<file path="src/rtl/rtc_pkg.sv">
// rtc_pkg: shared constants and types for the phantom clock (recognition key, BCD field limits, FSM and direction encodings)
package rtc_pkg;
  localparam logic [63:0] KEY = 64'h5CA3_3AC5_5CA3_3AC5;
  localparam logic [7:0] FIELD_MIN = 8'h00;
  localparam logic [7:0] HUND_MAX = 8'h99;
  localparam logic [7:0] SEC_MAX = 8'h59;
  localparam logic [7:0] MINUTE_MAX = 8'h59;
  localparam logic [7:0] HOUR_MAX = 8'h23;
  localparam logic [7:0] DAY_MIN = 8'h01;
  localparam logic [7:0] DAY_MAX = 8'h07;
  typedef enum logic [1:0] {IDLE, MATCH, XFER} state_t;
  typedef enum logic [1:0] {DIR_NONE, DIR_RD, DIR_WR} dir_t;
endpackage

</file>
<file path="src/rtl/rtc_bcd_counter.sv">
// rtc_bcd_counter: one BCD time field; clk, inc (count enable), load/din (parallel load, wins over inc), q (value), carry (wrap from MAX to MIN)
module rtc_bcd_counter #(
  parameter logic [7:0] MIN = 8'h00,
  parameter logic [7:0] MAX = 8'h99
) (
  input  logic       clk,
  input  logic       inc,
  input  logic       load,
  input  logic [7:0] din,
  output logic [7:0] q,
  output logic       carry
);
  // Time survives reset, so the field has only a power-up value and no reset.
  logic [7:0] q_q = MIN;
  assign carry = inc && q_q == MAX;
  assign q = q_q;
  always_ff @(posedge clk)
    q_q <= load ? din : carry ? MIN : !inc ? q_q : q_q[3:0] >= 4'd9 ? {q_q[7:4] + 4'd1, 4'd0} : q_q + 8'd1;
endmodule

</file>
<file path="src/rtl/phantom_rtc.sv">
// phantom_rtc: phantom clock on the RAM/ROM select path.
// C7M/nRES clock and async active-low reset; CSin raw select; AccStb access commit strobe;
// nWE 6502 R/W; A0 serial data in; RAMROMCSgb gated select; RTCDOE D0 drive enable; RTCD0 serial time bit.
module phantom_rtc
  import rtc_pkg::*;
#(
  parameter int TICK_DIV = 71591
) (
  input  logic C7M,
  input  logic nRES,
  input  logic CSin,
  input  logic AccStb,
  input  logic nWE,
  input  logic A0,
  output logic RAMROMCSgb,
  output logic RTCDOE,
  output logic RTCD0
);
  localparam int PW = $clog2(TICK_DIV);
  state_t state_q, state_d;
  dir_t dir_q, dir_d;
  logic [5:0] key_ptr_q, key_ptr_d, bit_cnt_q, bit_cnt_d;
  logic [63:0] shift_q, shift_d, shift_in, tod;
  logic [PW-1:0] pre_q = '0;
  logic [7:0] date_q = 8'h01, month_q = 8'h01, year_q = 8'h00;
  logic [7:0] hund, sec, minute, hr, day;
  logic [3:0] cy;
  logic day_cy, unused_bits, acc, abort, load, tick;
  assign acc = AccStb && CSin;
  assign abort = (dir_q == DIR_RD && !nWE) || (dir_q == DIR_WR && nWE);
  assign shift_in = {A0, shift_q[63:1]};
  // Hours bit 7 is storage only and always reads back as zero.
  assign tod = {year_q, month_q, date_q, day, {1'b0, hr[6:0]}, minute, sec, hund};
  assign unused_bits = ^{hr[7], day_cy};
  assign tick = pre_q == PW'(TICK_DIV - 1);
  assign RAMROMCSgb = state_q != XFER && CSin;
  assign RTCDOE = state_q == XFER && CSin && nWE && dir_q != DIR_WR;
  assign RTCD0 = state_q == XFER && shift_q[0];
  always_ff @(posedge C7M or negedge nRES)
    if (!nRES) begin
      state_q <= IDLE;
      dir_q <= DIR_NONE;
      key_ptr_q <= '0;
      bit_cnt_q <= '0;
      shift_q <= '0;
    end else begin
      state_q <= state_d;
      dir_q <= dir_d;
      key_ptr_q <= key_ptr_d;
      bit_cnt_q <= bit_cnt_d;
      shift_q <= shift_d;
    end
  always_comb begin
    state_d = state_q;
    dir_d = dir_q;
    key_ptr_d = key_ptr_q;
    bit_cnt_d = bit_cnt_q;
    shift_d = shift_q;
    load = 1'b0;
    if (acc && state_q != XFER) begin
      if (!nWE && A0 == KEY[key_ptr_q]) begin
        key_ptr_d = key_ptr_q + 6'd1;
        state_d = key_ptr_q == 6'd63 ? XFER : MATCH;
        if (key_ptr_q == 6'd63) begin
          bit_cnt_d = '0;
          dir_d = DIR_NONE;
          shift_d = tod;
        end
      end else begin
        // A mismatching write may itself be the first key bit.
        key_ptr_d = {5'd0, !nWE && A0 == KEY[0]};
        state_d = !nWE && A0 == KEY[0] ? MATCH : IDLE;
      end
    end else if (acc && abort) begin
      state_d = IDLE;
      key_ptr_d = '0;
    end else if (acc) begin
      dir_d = nWE ? DIR_RD : DIR_WR;
      shift_d = nWE ? {1'b0, shift_q[63:1]} : shift_in;
      bit_cnt_d = bit_cnt_q + 6'd1;
      state_d = bit_cnt_q == 6'd63 ? IDLE : XFER;
      load = !nWE && bit_cnt_q == 6'd63;
    end
  end
  // Prescaler and calendar bytes survive reset; a load restarts the 1/100 s phase.
  always_ff @(posedge C7M) begin
    pre_q <= (load || tick) ? '0 : pre_q + 1'b1;
    if (load) {year_q, month_q, date_q} <= shift_in[63:40];
  end
  rtc_bcd_counter #(.MIN(FIELD_MIN), .MAX(HUND_MAX)) u_hund (
    .clk(C7M), .inc(tick), .load(load), .din(shift_in[7:0]), .q(hund), .carry(cy[0]));
  rtc_bcd_counter #(.MIN(FIELD_MIN), .MAX(SEC_MAX)) u_sec (
    .clk(C7M), .inc(cy[0]), .load(load), .din(shift_in[15:8]), .q(sec), .carry(cy[1]));
  rtc_bcd_counter #(.MIN(FIELD_MIN), .MAX(MINUTE_MAX)) u_min (
    .clk(C7M), .inc(cy[1]), .load(load), .din(shift_in[23:16]), .q(minute), .carry(cy[2]));
  rtc_bcd_counter #(.MIN(FIELD_MIN), .MAX(HOUR_MAX)) u_hr (
    .clk(C7M), .inc(cy[2]), .load(load), .din(shift_in[31:24]), .q(hr), .carry(cy[3]));
  rtc_bcd_counter #(.MIN(DAY_MIN), .MAX(DAY_MAX)) u_day (
    .clk(C7M), .inc(cy[3]), .load(load), .din(shift_in[39:32]), .q(day), .carry(day_cy));
endmodule
</file>
<file path="config.mk">
export PLATFORM = sky130hd
export DESIGN_NAME = phantom_rtc
export DESIGN_NICKNAME = d
export VERILOG_FILES = /design/src/rtl/rtc_pkg.sv /design/src/rtl/rtc_bcd_counter.sv /design/src/rtl/phantom_rtc.sv
export SDC_FILE = /design/constraint.sdc
export NUM_CORES = 1
export LEC_CHECK = 0
export CAP_MARGIN = 20
export CORE_MARGIN = 5
export CORE_UTILIZATION = 55
export CTS_CLUSTER_SIZE = 12
export DETAILED_ROUTE_END_ITERATION = 6
export PLACE_DENSITY_LB_ADDON = 0.1
export RECOVER_POWER = 50
export SYNTH_ARGS = -nofsm -noshare
export SYNTH_HDL_FRONTEND = slang
export SYNTH_SLANG_ARGS = --single-unit
</file>
<file path="constraint.sdc">
create_clock -name C7M -period 5.85 [get_ports C7M]
set_clock_uncertainty 0.2 [all_clocks]
set_input_delay 1.755 -clock C7M [delete_from_list [all_inputs] [get_ports C7M]]
set_output_delay 1.755 -clock C7M [all_outputs]
set_load 0.005 [all_outputs]
</file>
==> results.ini <==
[status]
status = finished with violations
violations = capacitance limit, slew limit

[yosys]
ys_types = 54
synth_fp_nets = 851
yosys.area_share.simple_pct = 18.66
synth_top_family_by_area = simple AND/OR/NAND/NOR gates
synth_top_area_share_pct = 24.27
synth_top_area_cell = dfrtp_1
synth_compound_area_share_pct = 8.585
synth.area.mux_share_pct = 9.116
synth_edf_count = 64
syn_area_um2 = 8249
ys_ff_latch = 161
netlist_instances = 816
ys.flop_type = dfrtp_1
ys_warn_count = 0
synth_area_leaders = dfrtp_1 24%, edfxtp_1 23%, nand2_1 9.5%, mux2_2 8.9%, ha_1 4.4%
synth_xor_area_share_pct = 4.141
synth_adder_area_share_pct = 4.641
async_reset_ff_share_pct = 49.69
avgSynthCellArea_um2 = 10.11
yosysSeqAreaShare_pct = 51.69

[floorplan]
die_width_um = 132.5
dieArea_um2 = 17550
die_h_um = 132.5
start_util_pct = 56.33
rows = 44
io_pins = 9
core_area_um2 = 14640

[global_route]
antenna_found_initial = 0
grt_pass1_wl_um = 27300
grt_pass1_vias = 5581
overflow = 0
grt_max_degree = 68
grt_util_all_layers_pct = 18.77

[pwr]
comb_power_share_pct = 1.8
p_leak_nw = 4.079
power.switching_mw = 0.5052
p_seq_share_pct = 49.8
clockPowerShare_pct = 48.4
p_int_mw = 1.861
irDropWorstVdd_uv = 206.4
switching_share_pct = 21.35
p_per_area_nw_per_um2 = 259.5

[timing]
fin_crit_ns = 5.282
fmax_mhz = 189.3
setup_tns_ns = 0
hold_viol = 0
rsz0062_at_grt = false
setup_violations = 0
min_period_over_period_pct = 90.28
tightest_slew_ns = 2.433
drv_slew = 45
slew_headroom_pct = -62.20

[setup_path]
crit_fanout = 11
critPathLaunchType = input port
arrival_ns = 3.33
crit_path_end_kind = output port
slowest_stage = dlygate4sd3_1
crit_chain = dlygate4sd3_1 -> nand2_1 -> nor2_1 -> clkdlybuf4s50_1
crit_type = in2out
crit_required_ns = 3.89
slowest_delay_ns = 0.75

[route]
drt-total-wl_um = 15990
post_drt_wl_per_cell_um = 15.82
drt_iter0_drc = 479
num_vias = 5751
viasPerCell = 5.688
drc = 0
drtPass1Iterations = 5
antenna_left = 0

[worst_hold_path]
hold_path_class = reg2reg

[finish]
stdcell_area_um2 = 9120
nFillCells = 1217
drive_gt1_share_pct = 14.15
regArea_um2 = 4264
most-common-layout-cells = 209 x nand2_1, 80 x dfrtp_1, 64 x mux2_2, 64 x edfxtp_1, 40 x o21ai_0
diodes = 0
mostFrequentLayoutCell = nand2_1
layout.nets = 849
multiInputGateArea_um2 = 3750
area_growth_syn_to_layout_pct = 10.56

[clock_tree]
htree_levels = 4
cts-resized-gates = 0
path_clk_slew_ns = 0.06
postCtsHoldBufs = 0
cts_buffers = 17
cts-root-buf = clkbuf_16
clk_latency_ns = 0.42
cts_tree = yes
cts_sinks = 161
post_cts_buffers = 0
clk_path_buf_depth = 2

[placed_design]
place.gp.congestion = 0.8334
hpwl_um = 10180
port_buffers = 8
place_area_um2 = 8526

[job]
max_cap_viol_count = 1

## per-layer routing
| layer | up-vias | wire (um) | global-route usage (%) |
|---|---|---|---|
| met2 | 86 | 7664 | 30.20 |
| met1 | 2817 | 7758 | 26.09 |
| met3 | 13 | 444 | 4.214 |
| met4 | 0 | 121 | 4.619 |
| met5 | - | 0 | 0 |
| li1 | 2835 | - | - |
## stage by stage
stage | worst slack [ns] | hold slack (ns) | instances | power [mW] | utilization, %
after floorplan | 1.675 | 0.2426 | 816 | 1.221 | -
after CTS | 0.6599 | 0.2708 | 1011 | 2.389 | 62.37
final | 0.5684 | 0.2702 | 1011 | 2.366 | 62.28
after global placement | 0.7234 | 0.2506 | 979 | 1.243 | 58.22
after detailed placement | 0.6648 | 0.2538 | 979 | 1.245 | 58.22
after global routing | 0.5166 | 0.2839 | 1011 | 2.442 | 62.28
## Yosys cell counts, types with 2 or more instances
cell type	n
or2_2	2
or3b_2	2
o21a_1	2
buf_1	4
and2_1	5
ha_1	29
nand3b_1	3
o21ai_0	40
o22ai_1	3
o31a_1	3
xnor2_1	13
or4bb_1	2
nand2b_1	7
a22o_1	12
and4_1	3
edfxtp_1	64
xor2_1	26
nor3_1	9
mux2_2	65
inv_1	28
buf_2	2
a211oi_1	2
nand2_1	209
dfrtp_1	80
nor2_1	36
nor4_1	5
nand3_1	20
nor2b_1	3
dfxtp_1	17
nand4b_1	2
a31oi_1	7
clkbuf_1	34
o31ai_1	21
a21oi_1	15
and3_1	12
mux2i_1	2
nand4_1	8
nor4b_1	2
maj3_1	2
## cell families (layout without fill, tap and decap cells)
logic type,count (synthesis),in the layout
AO/OA/AOI/OAI,111,111
adder cells (fa/ha/maj),31,31
AND/OR/NAND/NOR,338,338
buffers and inverters,69,80
multiplexers,67,67
flip-flops,161,161
XOR/XNOR,39,39
## registers in the layout, indices dropped and copies added (netlist names), 8 cells and up
| signal | flops |
|---|---|
| shift_q | 64 |
| pre_q | 17 |
| date_q | 8 |
| month_q | 8 |
| u_day.q | 8 |
| u_hr.q | 8 |
| u_hund.q | 8 |
| u_min.q | 8 |
| u_sec.q | 8 |
| year_q | 8 |
## critical path, delay by kind of cell
kind	cells	cell delay [ns]
buffers and inverters	2	1.27
and+or+nand+nor	2	0.31
## power groups by stage
stage	Sequential [mW]	Clock [mW]	Combinational [mW]
finish	1.18	1.15	0.0437
global route	1.18	1.22	0.0489
CTS	1.18	1.17	0.0457
detailed placement	1.20	0	0.0454
global placement	1.20	0	0.0437
floorplan	1.20	0	0.0249
## cell type report
| type | count | share of cell area (%) |
|---|---|---|
| Clock buffer | 17 | 4.665 |
| Clock inverter | 15 | 2.003 |
| Inverter | 29 | 1.194 |
| Multi-Input combinational cell | 586 | 41.12 |
| Sequential cell | 161 | 46.76 |
| Tap cell | 184 | 2.524 |
| Timing Repair Buffer | 19 | 1.742 |
## path summary, 6_finish.rpt
path	startpoint	to	slack, ns	cells past startpoint
max	nWE	RTCDOE	0.57	4
min	shift_q[45]$_DFFE_PN0P_	date_q[4]$_DFFE_PP_	0.27	0
max reg2reg	state_q[0]$_DFFE_PN0P_	u_day.q[0]$_DFFE_PP_	2.23	8
min reg2reg	shift_q[45]$_DFFE_PN0P_	date_q[4]$_DFFE_PP_	0.27	0
max in group asynchronous	nRES	shift_q[23]$_DFFE_PN0P_	1.59	2
min in group asynchronous	nRES	key_ptr_q[1]$_DFFE_PN0P_	1.87	1
Power figures use the tool's default switching activity.
